==> config.mk <==
export PLATFORM = sky130hd
export DESIGN_NAME = cacheline_adapter
export DESIGN_NICKNAME = d
export VERILOG_FILES = /design/src/rtl/cache_types_pkg.sv /design/src/rtl/line_buffer.sv /design/src/rtl/cacheline_adapter.sv
export SDC_FILE = /design/constraint.sdc
export NUM_CORES = 1
export LEC_CHECK = 0
export ABC_CLOCK_PERIOD_IN_PS = 5850
export CORE_MARGIN = 5
export CORE_UTILIZATION = 30
export CTS_CLUSTER_DIAMETER = 120
export DETAILED_ROUTE_END_ITERATION = 8
export GPL_TIMING_DRIVEN = 0
export PLACE_DENSITY = 0.63
export RECOVER_POWER = 25
export SYNTH_ARGS = -nofsm -noshare
export SYNTH_HDL_FRONTEND = slang
export SYNTH_HIERARCHICAL = 1
export SYNTH_SLANG_ARGS = --single-unit
==> constraint.sdc <==
create_clock -name clk -period 5.85 [get_ports clk]
set_input_delay 1.17 -clock clk [delete_from_list [all_inputs] [get_ports clk]]
set_output_delay 1.17 -clock clk [all_outputs]
set_load 0.03 [all_outputs]
==> src/rtl/cache_types_pkg.sv <==
// cache_types_pkg: shared geometry and FSM state type for the cache line adapter
package cache_types_pkg;
  localparam int s_offset = 5;
  localparam int s_line = 256;
  localparam int s_beat = 64;
  localparam int n_beats = s_line / s_beat;
  localparam int cnt_w = $clog2(n_beats);
  typedef enum logic [1:0] {IDLE, READ, WRITE, RESP} adapter_state_t;
endpackage

==> src/rtl/line_buffer.sv <==
// line_buffer: one cache line register with whole-line load, per-beat write and beat-select read
// Ports: clk, rst (sync, active-high); load/line_in replace the whole line;
//   beat_we/beat_in write slot sel; line is the stored line, beat is slot sel of it.
module line_buffer
  import cache_types_pkg::*;
(
  input  logic              clk,
  input  logic              rst,
  input  logic              load,
  input  logic [s_line-1:0] line_in,
  input  logic              beat_we,
  input  logic [cnt_w-1:0]  sel,
  input  logic [s_beat-1:0] beat_in,
  output logic [s_line-1:0] line,
  output logic [s_beat-1:0] beat
);
  logic [s_line-1:0] data;
  always_ff @(posedge clk) begin
    if (rst) data <= '0;
    else if (load) data <= line_in;
    else if (beat_we) data[sel*s_beat +: s_beat] <= beat_in;
  end
  assign line = data;
  assign beat = data[sel*s_beat +: s_beat];
endmodule

==> src/rtl/cacheline_adapter.sv <==
// cacheline_adapter: turns one cache line read/write into a burst of beats on the memory bus
// Ports: clk, rst (sync, active-high); pmem_* line-side request/response;
//   burst_* beat-side request/data/handshake.
// CACHELINE_ADAPTER_PERF_EN adds perf_reads, perf_writes, perf_busy_cycles counters.
module cacheline_adapter
  import cache_types_pkg::*;
(
  input  logic              clk,
  input  logic              rst,
`ifdef CACHELINE_ADAPTER_PERF_EN
  output logic [31:0]       perf_reads,
  output logic [31:0]       perf_writes,
  output logic [31:0]       perf_busy_cycles,
`endif
  input  logic              pmem_read,
  input  logic              pmem_write,
  input  logic [31:0]       pmem_address,
  input  logic [s_line-1:0] pmem_wdata,
  output logic [s_line-1:0] pmem_rdata,
  output logic              pmem_resp,
  output logic              burst_read,
  output logic              burst_write,
  output logic [31:0]       burst_address,
  output logic [s_beat-1:0] burst_wdata,
  input  logic [s_beat-1:0] burst_rdata,
  input  logic              burst_resp
);
  adapter_state_t state, state_n;
  logic [cnt_w-1:0] cnt;
  logic busy, last, accept, unused_bits;
  logic [s_beat-1:0] rbuf_beat;
  logic [s_line-1:0] wbuf_line;
  assign busy = state == READ || state == WRITE;
  assign last = busy && burst_resp && cnt == cnt_w'(n_beats - 1);
  assign accept = state == IDLE && (pmem_read || pmem_write);
  always_ff @(posedge clk) begin
    if (rst) state <= IDLE;
    else state <= state_n;
  end
  // write wins over read so a dirty eviction goes out before the refill
  always_comb begin
    state_n = state == IDLE ? (pmem_write ? WRITE : pmem_read ? READ : IDLE) :
              state == RESP ? IDLE : last ? RESP : state;
  end
  always_comb begin
    burst_read = state == READ;
    burst_write = state == WRITE;
    pmem_resp = state == RESP;
  end
  always_ff @(posedge clk) begin
    if (rst || !busy) cnt <= '0;
    else if (burst_resp) cnt <= last ? '0 : cnt + 1'b1;
  end
  always_ff @(posedge clk) begin
    if (rst) burst_address <= '0;
    else if (accept) burst_address <= {pmem_address[31:s_offset], {s_offset{1'b0}}};
  end
  line_buffer rbuf (
    .clk(clk), .rst(rst), .load(1'b0), .line_in('0),
    .beat_we(state == READ && burst_resp), .sel(cnt), .beat_in(burst_rdata),
    .line(pmem_rdata), .beat(rbuf_beat)
  );
  line_buffer wbuf (
    .clk(clk), .rst(rst), .load(accept && pmem_write), .line_in(pmem_wdata),
    .beat_we(1'b0), .sel(cnt), .beat_in('0),
    .line(wbuf_line), .beat(burst_wdata)
  );
  assign unused_bits = ^{rbuf_beat, wbuf_line, pmem_address[s_offset-1:0]};
`ifdef CACHELINE_ADAPTER_PERF_EN
  always_ff @(posedge clk) begin
    if (rst) begin
      perf_reads <= '0;
      perf_writes <= '0;
      perf_busy_cycles <= '0;
    end else begin
      perf_reads <= perf_reads + {31'b0, state == READ && last};
      perf_writes <= perf_writes + {31'b0, state == WRITE && last};
      perf_busy_cycles <= perf_busy_cycles + {31'b0, state != IDLE};
    end
  end
`endif
endmodule

Word-level counts from Yosys, hierarchy flattened
Cells that the tools add are included.

word-level totals
  output and inout bits = 355
  logic and storage cells = 32
  bits in registers = 543
  bits of input ports = 357

cells by class
  shifts and indexed selects = 3
  reduce and logical (&&, ||, !) cells = 11
  mux-type cells = 7
  add/sub/neg operators = 2
  equal/unequal tests = 4

operator list
  kind                                                                       number
  256-bit bitwise mux                                                        1
  64-bit by 34-bit variable shift with 256-bit output, first input constant  1
  256-bit by 9-bit indexed part select with 64-bit output                    1
  64-bit by 34-bit indexed part select with 256-bit output                   1
  8-bit negator with 34-bit output                                           1
  2-bit two-way mux                                                          5
  2-bit == test, second input constant                                       3
  1-bit logical AND                                                          5
  1-bit logical OR                                                           3
  3-bit nonzero test                                                         1
  2-bit by 1-bit adder with 2-bit output, second input constant              1
  2-bit by 1-bit == test with 1-bit output, second input constant            1
  2-bit zero test                                                            1
  1-bit zero test                                                            1
  1-bit two-way mux                                                          1

Depth between registers and ports, before layout
  depth after elaboration = 7
  mapped depth = 10

Cells and area by module
The synthesis kept the hierarchy.

modules (own cells, without submodules)
  module               sequential area each (µm²)  cells each  area each (µm²)  instances
  line_buffer at rbuf  5124.9                      1278        12445.7          1
  line_buffer at wbuf  5124.9                      1264        12219.2          1
  cacheline_adapter    620.6                       151         1526.5           1

Worst setup path before layout
OpenSTA, ideal clock, no wires.

  path type = register to output
  from = reg cnt[0]
  to = out burst_wdata[10]
  arrival = 1.573 ns
  path slack = 3.107 ns
  cell stages (with the launch flop) = 4
  path through = dfxtp_1 buf_4 buf_4 mux4_2

on the way
  word-level cells in the longest chain between the ends = 1

RTL lines
  item                                                     RTL line                 RTL
  start, declared                                          cacheline_adapter.sv:29  logic [cnt_w-1:0] cnt;
  start signal, assigned                                   cacheline_adapter.sv:52  else if (burst_resp) cnt <= last ? '0 : cnt + 1'b1;
  256-bit by 9-bit indexed part select with 64-bit output  line_buffer.sv:24        assign beat = data[sel*s_beat +: s_beat];
  end, declared                                            cacheline_adapter.sv:24  output logic [s_beat-1:0] burst_wdata,

Every way passes these cells.

Final worst setup path
  from = reg cnt[1]
  to = out burst_wdata[18]

Same word-level chain as after synthesis.

==> results.toml <==
[grt]
track_usage_pct = 26.6
antenna_found_initial = 20
grt_pass1_vias = 26140
grt_max_degree = 14
grt_overflow_total = 0
grt_pass1_wl_mm = 179

[worst_setup_path]
crit_slowest_cell = "buf_1"
crit_required_ps = 4680
ff2ff_setup_slack_ps = 2350
critPathArrivalTime_ps = 3820
slowest_delay_ps = 980
start_kind = "register"
critical_path_class = "register to output pin"
worstPathCellList = "buf_2 -> buf_1 -> mux4_2 -> clkdlybuf4s50_1"
crit_path_end_kind = "output pin"
cp_max_fo = 10

[floorplan]
row_count = 105
start_util_pct = 30.2
core_sq_um = 81800
die-area_sq_um = 88200
io_pins = 712
fp.dieH_um = 297
fp.dieW_um = 297

[placement]
dp_hpwl_mm = 95.1
io_buffer_count = 700
pre_cts_ws_ps = 1490
place_congestion = 0.959
dp_cells = 4908

[layout]
n_fill_cell = 8056
layout.nets = 4278
drive_above_1_share_pct = 8.57
area_growth_pct = 50.5
instances_no_fill = 5033

[synth]
netlist_area_sq_um = 24700
syn_inst = 2619
avgSynthCellArea_sq_um = 9.43
yosys_warnings = 6

[clock_tree]
cts_resized = 0
post-cts-setup-buffer-count = 0
htreeDepth = 3
cts_root_buf = "clkbuf_16"
clock_sinks = 543
cts_made_buffers = 66
hold_buffers = 0
path_clk_slew_ps = 60
cts_tree = "built"
clock_latency_ps = 600
clk_path_buf_depth = 3

[power]
post-layout-total-power_mw = 10.6
leakage_nw = 13.5
power_density_nw_per_um2 = 285
max-vdd-ir-drop_uv = 156

[drt]
antenna_left = 0
drc = 0
avgViaCountPerCell = 5.32
finalWirelength_mm = 125
post_drt_wl_per_cell_um = 24.7
dr_total_vias = 26793
drt-initial-drc-count = 2482
first_pass_iters = 5

[sta]
period_needed_ps = 4990
fin_skew_ps = 29.6
rsz0062_at_grt = "no"
hold_viol = 0
slew_violations = 11
setup_violations = 0
postLayoutSetupSlackWorst_ps = 860
min_period_over_period_pct = 85.3
relSlewSlack_pct = -0.735
tightest_slew_ps = 1510
fmax_mhz = 200
hold_ws_ps = 472
finalSetupTns_ps = 0

[status]
status = "finished with violations"
failed_checks = "capacitance limit, slew limit"

[hold_path]
hp-class = "register to register"

[job]
maxCapViolCount = 1
[power by group]
| group | internal, mW | leakage, nW | switching [mW] |
|---|---|---|---|
| logic | 0.891 | 7.96 | 1.29 |
| registers | 3.96 | 4.47 | 0.164 |
| clock network | 2.57 | 1.11 | 1.73 |
| total | 7.41 | 13.5 | 3.19 |
[layout make-up]
class / count / area (sq um) / area share (%)
Antenna cell: 8 / 20.0 / 0.0539
Buffer: 337 / 1700 / 4.58
Clock buffer: 96 / 1970 / 5.30
Clock inverter: 21 / 282 / 0.757
Inverter: 7 / 26.3 / 0.0707
Multi-Input combinational cell: 2251 / 14000 / 37.5
Sequential cell: 543 / 10900 / 29.2
Tap cell: 1070 / 1340 / 3.60
Timing Repair Buffer: 700 / 7010 / 18.9
[registers in the layout, summed over array words and instances (netlist names)]
signal         cells
burst_address     27
cnt                2
rbuf/line        256
wbuf/line        256
state              2
[placed cells by master (no fill, tap or decap), types with 69 or more instances in the layout]
cell type,instances
a22oi_1,512
clkbuf_1,176
clkbuf_16,69
a21oi_1,515
clkdlybuf4s50_1,694
buf_2,110
dfxtp_1,543
nand4_1,192
nand3_1,257
conb_1,520
[per-layer routing]
| metal | global-route usage, % | vias up | part of all wire (%) |
|---|---|---|---|
| li1 | - | 12306 | - |
| met3 | 7.69 | 334 | 9.5 |
| met5 | 0 | - | 0.14 |
| met4 | 12.2 | 26 | 5.0 |
| met2 | 46.5 | 1389 | 49 |
| met1 | 30.0 | 12738 | 37 |
[final timing paths]
kind,from,end,depth (start not counted)
setup / recovery,cnt[1],burst_wdata[18],4
hold / removal,burst_address[22],burst_address[22],2
setup reg to reg,state[0],wbuf/line[206],9
hold reg to reg,burst_address[22],burst_address[22],2
[critical path: cells and delay by family (launching register included)]
kind | cells | cell delay [ps]
multiplexers | 1 | 530
buffers and inverters | 3 | 2100
flip-flops | 1 | 570
[stage by stage]
step / utilization, % / cell area, sq um
global placement: 42.8 / 35000
floorplan: - / 26600
global route: 45.4 / 37100
finish: 45.4 / 37200
CTS: 45.5 / 37200
detailed placement: 42.8 / 35000
Note: power is estimated with default switching activity, not from simulation.
